<file path="src/rtl/spi_rd_arbiter_pkg.sv">
// Shared constants, state encoding and word formatting for the SPI read arbiter.
// Header and trailer words are {mark[3:0], flag, channel[2:0], count[7:0]}.
package spi_rd_arbiter_pkg;

  localparam logic [3:0]  HDR_MARK  = 4'hA;
  localparam logic [3:0]  TRL_MARK  = 4'hC;
  localparam logic [15:0] FILL_WORD = 16'h0000;

  typedef enum logic [2:0] {
    ST_IDLE = 3'd0,
    ST_ARB  = 3'd1,
    ST_HDR  = 3'd2,
    ST_DATA = 3'd3,
    ST_END  = 3'd4
  } state_e;

  function automatic logic [15:0] make_word(input logic [3:0] mark,
                                            input logic       flag,
                                            input logic [2:0] ch,
                                            input logic [7:0] count);
    return {mark, flag, ch, count};
  endfunction

endpackage

</file>
<file path="src/rtl/spi_rd_arbiter_rr_pick.sv">
// Combinational round-robin picker: first non-empty channel after 'last', wrapping mod N_CH.
module spi_rr_pick #(
  parameter int N_CH = 4
) (
  input  logic [N_CH-1:0] nonempty_i,
  input  logic [2:0]      last_i,
  output logic            found_o,
  output logic [2:0]      idx_o
);

  // Walk from the farthest candidate to the nearest so the nearest one wins.
  always_comb begin
    found_o = 1'b0;
    idx_o   = last_i;
    for (int k = N_CH; k >= 1; k--) begin
      for (int i = 0; i < N_CH; i++) begin
        if (nonempty_i[i] && (i == (int'(last_i) + k) % N_CH)) begin
          found_o = 1'b1;
          idx_o   = 3'(i);
        end
      end
    end
  end

endmodule

</file>
<file path="src/rtl/spi_rd_arbiter.sv">
// Round-robin arbiter sharing the SPI read path between N_CH FWFT channel FIFOs.
// Define SPI_ARB_TRAILER_EN to append a trailer word {4'hC, 0, ch, sent} after each burst.
module spi_rd_arbiter #(
  parameter int N_CH      = 4,
  parameter int DATA_W    = 16,
  parameter int LW        = 10,
  parameter int MAX_BURST = 64
) (
  input  logic                     clk,
  input  logic                     rst,
  input  logic                     rd_start_i,
  input  logic                     word_req_i,
  input  logic                     abort_i,
  input  logic [N_CH*LW-1:0]       ch_level_i,
  input  logic [N_CH*DATA_W-1:0]   ch_data_i,
  output logic [N_CH-1:0]          ch_rd_en_o,
  output logic [DATA_W-1:0]        tx_data_o,
  output logic                     tx_valid_o,
  output logic                     busy_o,
  output logic [2:0]               grant_ch_o
);

  import spi_rd_arbiter_pkg::*;

  state_e              state_q, state_d;
  logic [2:0]          grant_q, grant_d;
  logic [7:0]          cnt_q, cnt_d;
  logic [7:0]          sent_q, sent_d;
  logic                empty_q, empty_d;
  logic [DATA_W-1:0]   tx_data_q, tx_data_d;
  logic                tx_valid_q, tx_valid_d;

  logic [LW-1:0]       level [N_CH];
  logic [DATA_W-1:0]   head  [N_CH];
  logic [N_CH-1:0]     nonempty;
  logic                pick_found;
  logic [2:0]          pick_idx;
  logic [LW-1:0]       pick_level;
  logic [DATA_W-1:0]   grant_head;
  logic [7:0]          burst_len;
  logic                pop;

  for (genvar g = 0; g < N_CH; g++) begin : g_unpack
    assign level[g]    = ch_level_i[g*LW +: LW];
    assign head[g]     = ch_data_i[g*DATA_W +: DATA_W];
    assign nonempty[g] = |level[g];
  end

  spi_rr_pick #(.N_CH(N_CH)) u_pick (
    .nonempty_i (nonempty),
    .last_i     (grant_q),
    .found_o    (pick_found),
    .idx_o      (pick_idx)
  );

  always_comb begin
    pick_level = '0;
    grant_head = '0;
    for (int i = 0; i < N_CH; i++) begin
      if (pick_idx == 3'(i)) pick_level = level[i];
      if (grant_q == 3'(i))  grant_head = head[i];
    end
    if (32'(pick_level) > 32'(MAX_BURST)) burst_len = 8'(MAX_BURST);
    else                                  burst_len = 8'(pick_level);
  end

  // Abort suppresses the pop so the word stays in the FIFO for the next read.
  assign pop = word_req_i & ~abort_i & (state_q == ST_DATA) & (cnt_q != 8'd0);

  always_comb begin
    for (int i = 0; i < N_CH; i++) ch_rd_en_o[i] = pop & (grant_q == 3'(i));
  end

  always_ff @(posedge clk or posedge rst) begin
    if (rst) state_q <= ST_IDLE;
    else     state_q <= state_d;
  end

  always_comb begin
    state_d = state_q;
    if (abort_i) begin
      state_d = ST_IDLE;
    end else begin
      case (state_q)
        ST_IDLE: if (rd_start_i) state_d = ST_ARB;
        ST_ARB:  state_d = ST_HDR;
        ST_HDR:  if (word_req_i) state_d = (cnt_q != 8'd0) ? ST_DATA : ST_END;
        ST_DATA: if (word_req_i && cnt_q == 8'd1) state_d = ST_END;
`ifdef SPI_ARB_TRAILER_EN
        ST_END:  if (word_req_i) state_d = ST_IDLE;
`else
        ST_END:  state_d = ST_IDLE;
`endif
        default: state_d = ST_IDLE;
      endcase
    end
  end

  always_comb begin
    grant_d    = grant_q;
    cnt_d      = cnt_q;
    sent_d     = sent_q;
    empty_d    = empty_q;
    tx_data_d  = tx_data_q;
    tx_valid_d = 1'b0;
    if (!abort_i) begin
      case (state_q)
        ST_IDLE: begin
          if (word_req_i) begin
            tx_data_d  = DATA_W'(FILL_WORD);
            tx_valid_d = 1'b1;
          end
        end
        ST_ARB: begin
          if (word_req_i) begin
            tx_data_d  = DATA_W'(FILL_WORD);
            tx_valid_d = 1'b1;
          end
          sent_d = 8'd0;
          if (pick_found) begin
            grant_d = pick_idx;
            cnt_d   = burst_len;
            empty_d = 1'b0;
          end else begin
            cnt_d   = 8'd0;
            empty_d = 1'b1;
          end
        end
        ST_HDR: begin
          if (word_req_i) begin
            tx_data_d  = DATA_W'(make_word(HDR_MARK, empty_q, grant_q, cnt_q));
            tx_valid_d = 1'b1;
          end
        end
        ST_DATA: begin
          if (word_req_i) begin
            tx_data_d  = grant_head;
            tx_valid_d = 1'b1;
            cnt_d      = cnt_q - 8'd1;
            sent_d     = sent_q + 8'd1;
          end
        end
        ST_END: begin
          if (word_req_i) begin
`ifdef SPI_ARB_TRAILER_EN
            tx_data_d  = DATA_W'(make_word(TRL_MARK, 1'b0, grant_q, sent_q));
`else
            tx_data_d  = DATA_W'(FILL_WORD);
`endif
            tx_valid_d = 1'b1;
          end
        end
        default: ;
      endcase
    end
  end

  always_ff @(posedge clk or posedge rst) begin
    if (rst) begin
      grant_q    <= 3'(N_CH - 1);
      cnt_q      <= 8'd0;
      sent_q     <= 8'd0;
      empty_q    <= 1'b0;
      tx_data_q  <= '0;
      tx_valid_q <= 1'b0;
    end else begin
      grant_q    <= grant_d;
      cnt_q      <= cnt_d;
      sent_q     <= sent_d;
      empty_q    <= empty_d;
      tx_data_q  <= tx_data_d;
      tx_valid_q <= tx_valid_d;
    end
  end

  assign tx_data_o  = tx_data_q;
  assign tx_valid_o = tx_valid_q;
  assign busy_o     = (state_q != ST_IDLE);
  assign grant_ch_o = grant_q;

endmodule

</file>
<file path="config.mk">
export PLATFORM = sky130hd
export DESIGN_NAME = spi_rd_arbiter
export DESIGN_NICKNAME = d
export VERILOG_FILES = /design/src/rtl/spi_rd_arbiter_pkg.sv /design/src/rtl/spi_rd_arbiter_rr_pick.sv /design/src/rtl/spi_rd_arbiter.sv
export SDC_FILE = /design/constraint.sdc
export NUM_CORES = 1
export LEC_CHECK = 0
export BUFFER_PORTS_ARGS = -buffer_cell sky130_fd_sc_hd__buf_2
export CORE_MARGIN = 10
export CORE_UTILIZATION = 25
export DETAILED_ROUTE_END_ITERATION = 10
export GPL_TIMING_DRIVEN = 0
export HOLD_SLACK_MARGIN = 0.15
export PLACE_DENSITY = 0.48
export SYNTH_ARGS = -nofsm -noshare
export SYNTH_HDL_FRONTEND = slang
export SYNTH_SLANG_ARGS = --single-unit
</file>
<file path="constraint.sdc">
create_clock -name clk -period 3 [get_ports clk]
set_input_delay 0.15 -clock clk [delete_from_list [all_inputs] [get_ports clk]]
set_output_delay 0.15 -clock clk [all_outputs]
set_load 0.05 [all_outputs]
</file>
# Yosys cells after proc, flatten, opt, wreduce, memory -nomap -nowiden
# Index checks and enable logic that the tools add are counted.
[word_totals] ff_bits=32 input_bits=109 wordCells=154 out_inout_bits=25
[op_classes] n_lt_le_gt_ge=1 reduce_logical=43 n_bitwise=12 n_eq_ne=29 mux=58 n_addsub=5
[ops] op="32-bit zero test" count=4
[ops] op="16-bit 2-to-1 mux" count=7
[ops] op="3-bit 2-to-1 mux" count=21
[ops] op="16-bit case mux with 3 select lines" count=1
[ops] op="10-bit 2-to-1 mux" count=4
[ops] op="10-bit OR reduction" count=4
[ops] op="3-bit equality test (first input constant)" count=8
[ops] op="8-bit 2-to-1 mux" count=3
[ops] op="1-bit 2-to-1 mux" count=20
[ops] op="3-bit by 2-bit equality test with 1-bit output (second input constant)" count=6
[ops] op="1-bit logical AND" count=17
[ops] op="8-bit case mux with 2 select lines" count=1
[ops] op="2-bit by 3-bit equality test with 1-bit output (first input constant)" count=4
[ops] op="3-bit case mux with 4 select lines" count=1
[ops] op="10-bit by 7-bit > comparator with 1-bit output (second input constant)" count=1
[ops] op="3-bit by 1-bit equality test with 1-bit output (second input constant)" count=3
[ops] op="3-bit zero test" count=3
[ops] op="3-bit AND reduction" count=3
[ops] op="8-bit by 1-bit equality test with 1-bit output (second input constant)" count=1
[ops] op="8-bit nonzero test" count=1
[ops] op="2-bit OR reduction" count=4
[ops] op="8-bit by 1-bit subtractor with 8-bit output (second input constant)" count=1
[ops] op="1-bit AND" count=7
[ops] op="3-bit inequality test (second input constant)" count=2
[ops] op="14 further kinds" count=21

# Logic depth before layout (Yosys ltp)
# Gate-level depths: netlist of run 1.
[logic_depth] depth_word=30 ltp_mapped=9 ltp_nobuf=7

# By module
# Synthesis of run 1 repeated with hierarchy kept, for this count alone.
[unflattened] cells_unflattened=273 hier_area_um2=2518.7
[modules_own_cells] mod="spi_rd_arbiter" seq_area_each_um2=803.3 area_per_inst_um2=2438.6 cells_each=259 n_inst=1
[modules_own_cells] mod="spi_rr_pick" seq_area_each_um2=0.0 area_per_inst_um2=80.1 cells_each=14 n_inst=1

# Worst setup path after synthesis of run 1
# OpenSTA, ideal clock, no wires.
[synth_path] kind="reg-to-output" from="register grant_q[0] (netlist: grant_ch_o[0])" to="output port ch_rd_en_o[1]" t_arrival_ns=2.911 path_stages_with_launch=6 slack_ns=-0.061 path_buffers=3 required_ns=2.850 cell_sequence="dfstp_2 -> buf_2 -> buf_1 -> buf_1 -> inv_1 -> nor3_1"
[synth_via] elab_chain_len=2
[synth_lines] element="from (decl)" line="spi_rd_arbiter.sv:26" rtl="logic [2:0] grant_q, grant_d;"
[synth_lines] element="from (signal assigned)" line="spi_rd_arbiter.sv:160" rtl="grant_q <= 3'(N_CH - 1);"
[synth_lines] element="from (signal assigned)" line="spi_rd_arbiter.sv:167" rtl="grant_q <= grant_d;"
[synth_lines] element="3-bit by 1-bit equality test with 1-bit output" line="spi_rd_arbiter.sv:71" rtl="for (int i = 0; i < N_CH; i++) ch_rd_en_o[i] = pop & (grant_q == 3'(i));"
[synth_lines] element="1-bit AND" line="spi_rd_arbiter.sv:71"
[synth_lines] element="to (decl)" line="spi_rd_arbiter.sv:16" rtl="output logic [N_CH-1:0] ch_rd_en_o,"
# No other way between the ends.

# Worst setup path in the final report of run 1
[layout_path] from="register state_q[0]" to="output port ch_rd_en_o[1]"
[layout_via] elab_chain_len=4
[layout_lines] element="from (decl)" line="spi_rd_arbiter.sv:25" rtl="state_e state_q, state_d;"
[layout_lines] element="from (signal assigned)" line="spi_rd_arbiter.sv:76" rtl="else state_q <= state_d;"
[layout_lines] element="3-bit by 2-bit equality test with 1-bit output" line="spi_rd_arbiter.sv:68" rtl="assign pop = word_req_i & ~abort_i & (state_q == ST_DATA) & (cnt_q != 8'd0);"
[layout_lines] element="1-bit AND (2 in series)" line="spi_rd_arbiter.sv:68"
[layout_lines] element="1-bit AND" line="spi_rd_arbiter.sv:71"
# No other way between the ends.

==> metrics.md, run 1 <==
| Metric | Value |
|---|---|
| CP Cell Sequence | `clkbuf_1 > nand3b_2 > nor3_4 > clkbuf_2 > nand2_1 > nor3_1 > buf_2` |
| Cell taking the most area after synthesis | `dfrtp_1` |
| H-tree depth | `2` |
| Slowest stage delay, CP | `0.40 ns` |
| WL/cell | `around 18 um` |
| Sequential Area | `803.3 um2` |
| Gpl congestion | `about 0.81` |
| Initial cell density of the core | `0.2584` |
| Post-DRT Antenna Nets | `0` |
| LEAKAGE | `roughly 0.0018 uW` |
| Setup violators final | `0` |
| Overall Power | `~3300 uW` |
| Peak VDD IR | `between 0.3 and 0.4 mV` |
| Later-pin clock latency in the skew report | `roughly 0.28 ns` |
| Finished Core Util | `0.3545` |
| Syn Nets | `~380` |
| Area of the multi-input gates | `1747 um2` |
| CTS root buf | `clkbuf_8` |
| Fillers | `1090` |
| CP delay by family, top | `simple AND/OR/NAND/NOR gates` |
| Register bit total from synthesis | `32` |
| Crit path kind | `register to output pin` |
| Slew Limit Fails | `0` |
| Die Wd | `approximately 120 um` |
| DIE AREA | `15320 um2` |
| Worst slew pin tran | `0.6797 ns` |
| Share of cells above drive strength 1 | `0.4694` |
| Worst min path class | `primary input to register` |
| Cell count after synthesis | `between 200 and 300` |
| Status | `complete, no violations` |
| Part of the cycle the worst path needs | `0.9004` |
| Vias in the first global route | `2977` |
| DRT iter0 DRCs | `207` |
| Final Net Count | `520` |
| CTS tree | `done` |
| TritonCTS buffer count | `5` |
| Core area | `10420 um2` |
| Fmax | `about 370 MHz` |
| Startpoint types | `register` |
| CP arrival | `2.55 ns` |
| Netlist cell types | `between 60 and 70` |
| Residual DRC | `0` |
| Pwr/cell area | `891.3 nW/um2` |
| Async SR Flop Fraction | `1.000` |
| CP max FO | `10` |
| Period minus WS final | `2.701 ns` |
| Max-cap violations | `0` |
| Mean Syn Cell Area | `10.12 um2` |
| Most common cell after layout, fill and taps aside | `buf_2` |
| Antenna violations before repair | `0` |
| Clock sink count | `32` |
| Port-buffer cells | `133` |
| Worst-path clk slew | `0.07 ns` |
| Commonest non-fill, non-tap cells in the layout | `136 x buf_2, 30 x dfrtp_1, 19 x inv_1, 17 x mux2i_1` |
| First-pass GRT wire length | `15250 um` |
| Top FF cell, synth | `dfrtp_1` |
| Synth warn | `0` |
| WP buf/inv | `3` |
| Number of core rows | `37` |
| DRT Wirelength | `9946 um` |
| Post-synth EDFFs | `0` |
| Post-synth top area share | `0.2789` |
| Top post-synthesis cells by area | `dfrtp_1 28%, mux4_2 10%, mux2i_1 6.3%` |
| RSZ-0062 raised after global routing | `no` |
| Die Y | `123.8 um` |
| Final hold vios | `0` |
| Endpoint class of the critical path | `output pin` |
| Vias/cell | `roughly 5.1` |
| Slowest CP cell | `nor3_4` |
| CTS Buffer Depth | `2` |
| Total gr overflow | `0` |
| Max_slew headroom | `0.5462` |
| Antenna cells | `0` |
| Mapped cell area | `2691 um2` |
| IO Pins | `134` |
| Final HPWL DP | `around 8300 um` |
| Critical Path RT | `between 2 and 3 ns` |
| Pre-Repair DR Iteration Count | `6` |
| Part of the Yosys area used for sequential elements | `0.2985` |
| Clock Skew | `0.003634 ns` |
| Layout area overhead | `37.19%` |
| Vias | `between 2000 and 3000` |
| GRT Total Usage | `0.1238` |
| Largest net degree at the start of global routing | `33` |
path summary, 6_finish.rpt:
path / startpoint / cells past startpoint / slack, ns / endpoint
max: state_q[0] / 7 / 0.30 / ch_rd_en_o[1]
max reg2reg: grant_ch_o[1] / 8 / 0.32 / cnt_q[5]
min: word_req_i / 4 / 0.20 / state_q[2]
min in group asynchronous: rst / 3 / 0.51 / state_q[1]
min reg2reg: tx_data_o[3] / 2 / 0.49 / tx_data_o[3]
max in group asynchronous: rst / 3 / 2.05 / tx_data_o[3]
per-stage QoR:
step	setup TNS, ns	std cells	hold WS [ns]	setup WS (ns)	area [um2]
3_5_place_dp	-0.07995	535	0.3868	-0.03777	3527
3_3_place_gp	-0.2047	535	0.3806	-0.06650	3527
6_report	0	545	0.2015	0.2987	3692
5_1_grt	0	545	0.2285	0.02957	3692
4_1_cts	0	544	0.1956	0.1018	3681
2_1_floorplan	-0.1230	266	0.2208	-0.06150	2691
flip-flops by register name, indices dropped and copies added, names as in the netlist:
register / flops
grant_ch_o: 3
tx_data_o: 16
state_q: 3
empty_q: 1
tx_valid_o: 1
cnt_q: 8
logic make-up after synthesis:
logic type | Yosys count | share of synthesized area
xor gates and xnor gates | 1 | 0.003255
buffers and inverters | 37 | 0.05672
muxes | 37 | 0.1971
AOI/OAI and AO/OA | 76 | 0.2278
adders and majority gates | 3 | 0.01395
DFF | 32 | 0.2985
and+or+nand+nor | 80 | 0.2027
Yosys cell counts (2+ instances only):
master and count:
mux2_2 7, and3_2 2, a222oi_1 11, and3_1 2, clkbuf_1 10, nand3_1 4, nor2_2 2, buf_1 2
or3_1 3, o21ai_1 5, dfrtp_1 30, a21oi_1 8, a21boi_0 4, nand2b_1 6, and2_1 4, nor3_1 12
a211oi_1 2, a221o_1 3, o221ai_1 8, mux4_2 12, a311oi_1 2, buf_2 3, a31oi_1 2, o211ai_2 2
o211ai_1 3, nand2_1 11, o21ai_0 11, dfstp_2 2, nor4b_1 2, ha_1 3, nor4_4 5, nor2_1 12
nor4_1 3, a22o_1 2, inv_1 20, nand4_2 2, nand4_1 2, mux2i_1 17
routing by layer:
metal,part of all wire,track usage,wire [um]
met5,0,0,0
met4,0.0094,0.03348,93
met3,0.10,0.04389,998
met2,0.44,0.1934,4360
met1,0.45,0.1585,4493
worst register-to-register path, delay by kind of cell (launching register included):
family | cells | cell delay (ns)
buf+inv | 3 | 0.71
flops | 1 | 0.53
simple gates | 1 | 0.18
compound gates | 3 | 0.76
mux | 1 | 0.41
layout make-up:
| type | instances | area share |
|---|---|---|
| Buffer | 15 | 0.01864 |
| Clock buffer | 7 | 0.02609 |
| Clock inverter | 1 | 0.008133 |
| Inverter | 21 | 0.02203 |
| Multi-Input combinational cell | 197 | 0.4731 |
| Sequential cell | 32 | 0.2176 |
| Tap cell | 136 | 0.04609 |
| Timing Repair Buffer | 136 | 0.1884 |
report_power, final:
part	switching [uW]	total (uW)	internal, uW
sequential	117	689	571
clock	168	461	293
combinational	1290	2140	855
what timing repair did:
| item | 4_1_cts | 5_1_grt |
|---|---|---|
| buffers inserted | 0 | 0 |
| endpoints found under the setup margin | 4 | 4 |
| gates resized for setup | 2 | 2 |
| hold buffers | 2 | 1 |
| endpoints found under the hold margin | 2 | 30 |
Power figures use the tool's default switching activity.
==> run 2, diff against run 1 <==
--- a/config.mk
+++ b/config.mk
@@ -11,6 +11,7 @@
 export DETAILED_ROUTE_END_ITERATION = 10
 export GPL_TIMING_DRIVEN = 0
 export HOLD_SLACK_MARGIN = 0.15
+export MAX_ROUTING_LAYER = met4
 export PLACE_DENSITY = 0.48
 export SYNTH_ARGS = -nofsm -noshare
 export SYNTH_HDL_FRONTEND = slang
==> metrics.md, run 2 (synthesized netlist as in run 1, its figures left out) <==
| Metric | Value |
|---|---|
| Critical path depth in cells | `7 (unchanged)` |
| WP buf/inv | `3 (unchanged)` |
| Overall Power | `3303 uW (was 3291 uW)` |
| Setup violators final | `0 (unchanged)` |
| Post-CTS setup buffers | `0 (unchanged)` |
| Initial cell density of the core | `0.2584 (unchanged)` |
| Worst-path clk slew | `0.07 ns (about the same)` |
| Die Y | `123.8 um (unchanged)` |
| Antenna violations before repair | `0 (unchanged)` |
| Status | `complete, no violations (unchanged)` |
| First-pass GRT wire length | `15440 um (was 15250 um)` |
| DIE AREA | `15320 um2 (unchanged)` |
| Critical Path RT | `2.85 ns (about the same)` |
| Crit path kind | `register to output pin (unchanged)` |
| Fmax | `364.3 MHz (was 370.2 MHz)` |
| HP Start | `word_req_i (unchanged)` |
| Finished Core Util | `0.3559 (was 0.3545)` |
| Worst setup margin | `0.2553 ns (was 0.2987 ns)` |
| Share of cells above drive strength 1 | `0.4683 (was 0.4694)` |
| Commonest non-fill, non-tap cells in the layout | `136 x buf_2, 30 x dfrtp_1, 20 x inv_1, 17 x mux2i_1 (was 136 x buf_2, 30 x dfrtp_1, 19 x inv_1, 17 x mux2i_1)` |
| CP Cell Sequence | `clkbuf_1 > nand3b_2 > nor3_4 > clkbuf_2 > nand2_1 > nor3_1 > buf_2 (unchanged)` |
| Endpoint class of the critical path | `output pin (unchanged)` |
| Gpl congestion | `0.8194 (was 0.8073)` |
| Residual DRC | `0 (unchanged)` |
| Max reg flops | `16 (unchanged)` |
| Vias/cell | `5.073 (was 5.090)` |
| RSZ-0062 raised after global routing | `no (unchanged)` |
| Hold WS | `0.1952 ns (was 0.2015 ns)` |
| Worst min path class | `primary input to register (unchanged)` |
| Fillers | `1109 (was 1090)` |
| Pwr/cell area | `891.0 nW/um2 (was 891.3 nW/um2)` |
| Fin area | `3707 um2 (was 3692 um2)` |
| CTS root buf | `clkbuf_8 (unchanged)` |
| DRT Wirelength | `9997 um (was 9946 um)` |
| Pre-CTS WS | `-0.06405 ns (was -0.03777 ns)` |
| Later-pin clock latency in the skew report | `0.29 ns (was 0.28 ns)` |
| Period minus WS final | `2.745 ns (was 2.701 ns)` |
| IO Pins | `134 (unchanged)` |
| Core area | `10420 um2 (unchanged)` |
| Crit. Startpoint | `state_q[0] (unchanged)` |
| Antenna cells | `0 (unchanged)` |
| Final Net Count | `521 (was 520)` |
| Cell area after placement | `3527 um2 (unchanged)` |
| Largest net degree at the start of global routing | `33 (unchanged)` |
| Clock sink count | `32 (unchanged)` |
| Reg2reg path depth | `7 (was 8)` |
| R2R Path Start | `grant_ch_o[0] (was grant_ch_o[1])` |
| GRT Total Usage | `0.1293 (was 0.1238)` |
| Final HPWL DP | `8283 um (was 8301 um)` |
| Max-cap violations | `0 (unchanged)` |
| H-tree depth | `2 (unchanged)` |
| Part of the cycle the worst path needs | `0.9149 (was 0.9004)` |
| FF-to-FF End | `cnt_q[6] (was cnt_q[5])` |
| Slowest CP cell | `nor3_4 (unchanged)` |
| CP Capture Point | `ch_rd_en_o[1] (unchanged)` |
| CP arrival | `2.59 ns (was 2.55 ns)` |
| Most common cell after layout, fill and taps aside | `buf_2 (unchanged)` |
| Vias in the first global route | `3049 (was 2977)` |
| Post-DRT Antenna Nets | `0 (unchanged)` |
| Pre-Repair DR Iteration Count | `6 (unchanged)` |
| WL/cell | `18.31 um (was 18.25 um)` |
| Port-buffer cells | `133 (unchanged)` |
| LEAKAGE | `0.001789 uW (was 0.001780 uW)` |
| Slew Limit Fails | `0 (unchanged)` |
| Total gr overflow | `0 (unchanged)` |
| Layout area overhead | `37.75% (was 37.19%)` |
| Peak VDD IR | `0.3447 mV (was 0.3135 mV)` |
| DRT iter0 DRCs | `201 (was 207)` |
| Worst slew pin tran | `0.7850 ns (was 0.6797 ns)` |
| Die Wd | `123.8 um (unchanged)` |
| CTS tree | `done (unchanged)` |
| Number of core rows | `37 (unchanged)` |
| Max_slew headroom | `0.4761 (was 0.5462)` |
| Startpoint types | `register (unchanged)` |
| Vias | `2770 (was 2774)` |
| Clock Skew | `0.005826 ns (was 0.003634 ns)` |
| CTS Buffer Depth | `2 (unchanged)` |
| Reg2Reg Setup Slack | `0.27 ns (was 0.32 ns)` |
| TritonCTS buffer count | `5 (unchanged)` |
| Final hold vios | `0 (unchanged)` |
| Slowest stage delay, CP | `0.39 ns (was 0.40 ns)` |
| CP max FO | `10 (unchanged)` |
| CP delay by family, top | `simple AND/OR/NAND/NOR gates (unchanged)` |
run 2: cell count changes in the layout (fill, tap and decap cells not counted):
| cell | previous run | this run |
|---|---|---|
| buf_8 | 0 | 1 |
| inv_1 | 19 | 20 |
| inv_2 | 1 | 0 |
run 2: routing by layer:
| metal | up-vias | track usage | share of wire |
|---|---|---|---|
| li1 | 1345 | - | - |
| met1 | 1302 | 0.1705 | 0.48 |
| met2 | 116 | 0.2000 | 0.44 |
| met3 | 7 | 0.02217 | 0.069 |
| met4 | 0 | 0.03493 | 0.0099 |
| met5 | - | - | 0 |
run 2: worst min-delay path by stage:
stage,end,slack [ns],cells past startpoint
CTS,state_q[2],0.19,4
global route,state_q[2],0.24,4
finish,state_q[2],0.20,4
global placement,state_q[1],0.38,2
floorplan,state_q[0],0.22,1
detailed placement,state_q[1],0.38,2
run 2: worst min-delay path, stage by stage:
cell and delay [ns]:
buf_2 0.09, inv_1 0.05, nor2_1 0.08, a211oi_1 0.07
run 2: what timing repair did:
item	CTS	global route
pin swaps	0	0
setup endpoints to repair	4	4
hold buffers	2	1
hold endpoints to repair	2	18
resized for setup	2	2
run 2: where the power goes:
| group | switching (uW) | internal, uW | total, uW |
|---|---|---|---|
| combinational | 1290 | 857 | 2150 |
| clock | 170 | 293 | 463 |
| sequential | 118 | 572 | 690 |
| total | 1580 | 1720 | 3300 |
run 2: final cells by class:
cell class,count,area [um2],share of cell area
buffer,15,68.82,0.01856
multi-input combinational,197,1747,0.4711
tap,136,170.2,0.04590
timing repair buffer,137,710.7,0.1917
clock inverter,1,30.03,0.008100
clock buffer,7,96.34,0.02599
sequential,32,803.3,0.2167
inverter,21,81.33,0.02194
run 2: per-stage QoR:
stage               setup TNS (ns)  std cells
detailed placement         -0.2042        535
CTS                              0        545
global route                     0        546
floorplan                  -0.1230        266
global placement           -0.2809        535
finish                           0        546
==> run 3, diff against run 2 <==
--- a/config.mk
+++ b/config.mk
@@ -6,13 +6,16 @@
 export NUM_CORES = 1
 export LEC_CHECK = 0
 export BUFFER_PORTS_ARGS = -buffer_cell sky130_fd_sc_hd__buf_2
+export CELL_PAD_IN_SITES_DETAIL_PLACEMENT = 0
+export CELL_PAD_IN_SITES_GLOBAL_PLACEMENT = 1
 export CORE_MARGIN = 10
 export CORE_UTILIZATION = 25
 export DETAILED_ROUTE_END_ITERATION = 10
 export GPL_TIMING_DRIVEN = 0
 export HOLD_SLACK_MARGIN = 0.15
 export MAX_ROUTING_LAYER = met4
-export PLACE_DENSITY = 0.48
+export PLACE_DENSITY = 0.62
+export REMOVE_ABC_BUFFERS = 1
 export SYNTH_ARGS = -nofsm -noshare
 export SYNTH_HDL_FRONTEND = slang
 export SYNTH_SLANG_ARGS = --single-unit
==> metrics.md, run 3 (synthesized netlist as in run 1, its figures left out) <==
| Metric | Value |
|---|---|
| Clock Skew | `0.008251 ns (was 0.005826 ns)` |
| Overall Power | `3233 uW (was 3303 uW)` |
| Critical Path RT | `3.20 ns (was 2.85 ns)` |
| DRT iter0 DRCs | `170 (was 201)` |
| Largest net degree at the start of global routing | `33 (unchanged)` |
| DRT Wirelength | `9984 um (was 9997 um)` |
| Initial cell density of the core | `0.2584 (unchanged)` |
| H-tree depth | `2 (unchanged)` |
| Gpl congestion | `0.8205 (was 0.8194)` |
| CTS tree | `done (unchanged)` |
| IO Pins | `134 (unchanged)` |
| Endpoint class of the critical path | `register (was output pin)` |
| Psw | `1547 uW (was 1582 uW)` |
| Flop pwr share | `0.268 (was 0.209)` |
| Met3 Routed Length | `664 um (was 692 um)` |
| Cell Int Power | `1686 uW (was 1721 uW)` |
| Commonest non-fill, non-tap cells in the layout | `133 x buf_2, 30 x dfrtp_1, 19 x inv_1, 17 x mux2i_1 (was 136 x buf_2, 30 x dfrtp_1, 20 x inv_1, 17 x mux2i_1)` |
| Max-cap violations | `0 (unchanged)` |
| Antenna violations before repair | `0 (unchanged)` |
| Cell area after placement | `3473 um2 (was 3527 um2)` |
| Max reg flops | `16 (unchanged)` |
| Total gr overflow | `0 (unchanged)` |
| Met2 WL | `4730 um (was 4364 um)` |
| Share of cells above drive strength 1 | `0.4773 (was 0.4683)` |
| Pre-CTS WS | `0.1600 ns (was -0.06405 ns)` |
| Startpoint types | `register (unchanged)` |
| Pwr/cell area | `883.2 nW/um2 (was 891.0 nW/um2)` |
| RSZ-0062 raised after global routing | `no (unchanged)` |
| CTS Buffer Depth | `2 (unchanged)` |
| Max_slew headroom | `0.3562 (was 0.4761)` |
| Comb pwr share | `0.587 (was 0.651)` |
| Slowest CP cell | `dfstp_2 (was nor3_4)` |
| Layout area overhead | `36.03% (was 37.75%)` |
| Residual DRC | `0 (unchanged)` |
| Core area | `10420 um2 (unchanged)` |
| Worst-path clk slew | `0.07 ns (about the same)` |
| Part of the cycle the worst path needs | `0.9069 (was 0.9149)` |
| WL/cell | `18.77 um (was 18.31 um)` |
| Fillers | `1104 (was 1109)` |
| Setup violators final | `0 (unchanged)` |
| Most common cell after layout, fill and taps aside | `buf_2 (unchanged)` |
| Sw Ratio | `0.4785 (was 0.4789)` |
| Worst min path class | `primary input to register (unchanged)` |
| Peak VDD IR | `0.3635 mV (was 0.3447 mV)` |
| Final Net Count | `507 (was 521)` |
| Later-pin clock latency in the skew report | `0.29 ns (about the same)` |
| TritonCTS buffer count | `5 (unchanged)` |
| CTS root buf | `clkbuf_8 (unchanged)` |
| Slew Limit Fails | `0 (unchanged)` |
| Clock share of power | `0.145 (was 0.140)` |
| Fin area | `3661 um2 (was 3707 um2)` |
| CP arrival | `2.92 ns (was 2.59 ns)` |
| Die Y | `123.8 um (unchanged)` |
| Status | `complete, no violations (unchanged)` |
| Pre-Repair DR Iteration Count | `4 (was 6)` |
| Post-DRT Antenna Nets | `0 (unchanged)` |
| Crit path kind | `register to register (was register to output pin)` |
| Worst slew pin tran | `0.9604 ns (was 0.7850 ns)` |
| DR top layer | `met4 (unchanged)` |
| Final HPWL DP | `8108 um (was 8283 um)` |
| Worst setup margin | `0.2793 ns (was 0.2553 ns)` |
| Fmax | `367.6 MHz (was 364.3 MHz)` |
| Reg2reg path depth | `6 (was 7)` |
| Vias in the first global route | `2889 (was 3049)` |
| Antenna cells | `0 (unchanged)` |
| LEAKAGE | `0.001766 uW (was 0.001789 uW)` |
| CP max FO | `31 (was 10)` |
| Hold path depth | `4 (unchanged)` |
| Final hold vios | `0 (unchanged)` |
| Clock sink count | `32 (unchanged)` |
| Die Wd | `123.8 um (unchanged)` |
| CP Cell Sequence | `a311o_1 > o211ai_2 > nor2_4 > mux2i_1 > mux2_2 > o221ai_1 (was clkbuf_1 > nand3b_2 > nor3_4 > clkbuf_2 > nand2_1 > nor3_1 > buf_2)` |
| Number of core rows | `37 (unchanged)` |
| GRT Total Usage | `0.1266 (was 0.1293)` |
| DIE AREA | `15320 um2 (unchanged)` |
| First-pass GRT wire length | `15100 um (was 15440 um)` |
| Hold WS | `0.2089 ns (was 0.1952 ns)` |
| Port-buffer cells | `133 (unchanged)` |
| Slowest stage delay, CP | `1.02 ns (was 0.39 ns)` |
| Period minus WS final | `2.721 ns (was 2.745 ns)` |
| Vias | `2744 (was 2770)` |
| Metal-1 WL | `4533 um (was 4841 um)` |
| Vias/cell | `5.158 (was 5.073)` |
## run 3: cell type report
class                   count  area (um2)  share of cell area
multi-input cells         197        1745              0.4768
repair buffers            138       730.7              0.1996
inverters                  21       81.33             0.02221
clock inverters             1       30.03            0.008202
flip-flops and latches     32       807.0              0.2204
well taps                 136       170.2             0.04648
clock buffers               7       96.34             0.02632
## run 3: path summary, 6_finish.rpt
kind	startpoint	endpoint	slack [ns]
worst max-delay path	grant_ch_o[0]	cnt_q[3]	0.28
worst min-delay path	word_req_i	state_q[2]	0.21
worst max register to register	grant_ch_o[0]	cnt_q[3]	0.28
worst min register to register	tx_data_o[1]	tx_data_o[1]	0.50
max in group asynchronous	rst	grant_ch_o[0]	2.13
min in group asynchronous	rst	cnt_q[1]	0.35
## run 3: per-stage QoR
stage                     cells  TNS (ns)  utilization
final                       532         0       0.3515
after global routing        532         0       0.3515
after CTS                   530         0       0.3475
after detailed placement    520         0       0.3335
after global placement      519    -2.103       0.3318
after floorplan             250   -0.4372            -
## run 3: timing repair
item	in CTS	in global routing
buffers inserted	0	0
hold buffers	2	1
hold endpoints to repair	2	30
gates resized for setup	0	1
setup endpoints to repair	0	2
## run 3: power groups by stage
| stage | clock network [uW] | registers, uW | logic (uW) |
|---|---|---|---|
| 6_report | 467 | 868 | 1900 |
| 5_1_grt | 500 | 913 | 2060 |
| 4_1_cts | 475 | 868 | 1910 |
| 3_5_place_dp | 0 | 874 | 1900 |
| 3_3_place_gp | 0 | 865 | 1890 |
| 2_1_floorplan | 0 | 1060 | 1180 |
## run 3: critical path: cells and delay by family (launching register included)
family | cells | cell delay [ns]
DFF | 1 | 1.02
muxes | 2 | 0.47
AOI/OAI and AO/OA | 3 | 0.70
and+or+nand+nor | 1 | 0.43
## run 3: per-layer routing
metal | global-route usage | up-vias
met1 | 0.1646 | 1320
met5 | - | -
met2 | 0.2013 | 101
li1 | - | 1315
met4 | 0.02256 | 0
met3 | 0.02534 | 8
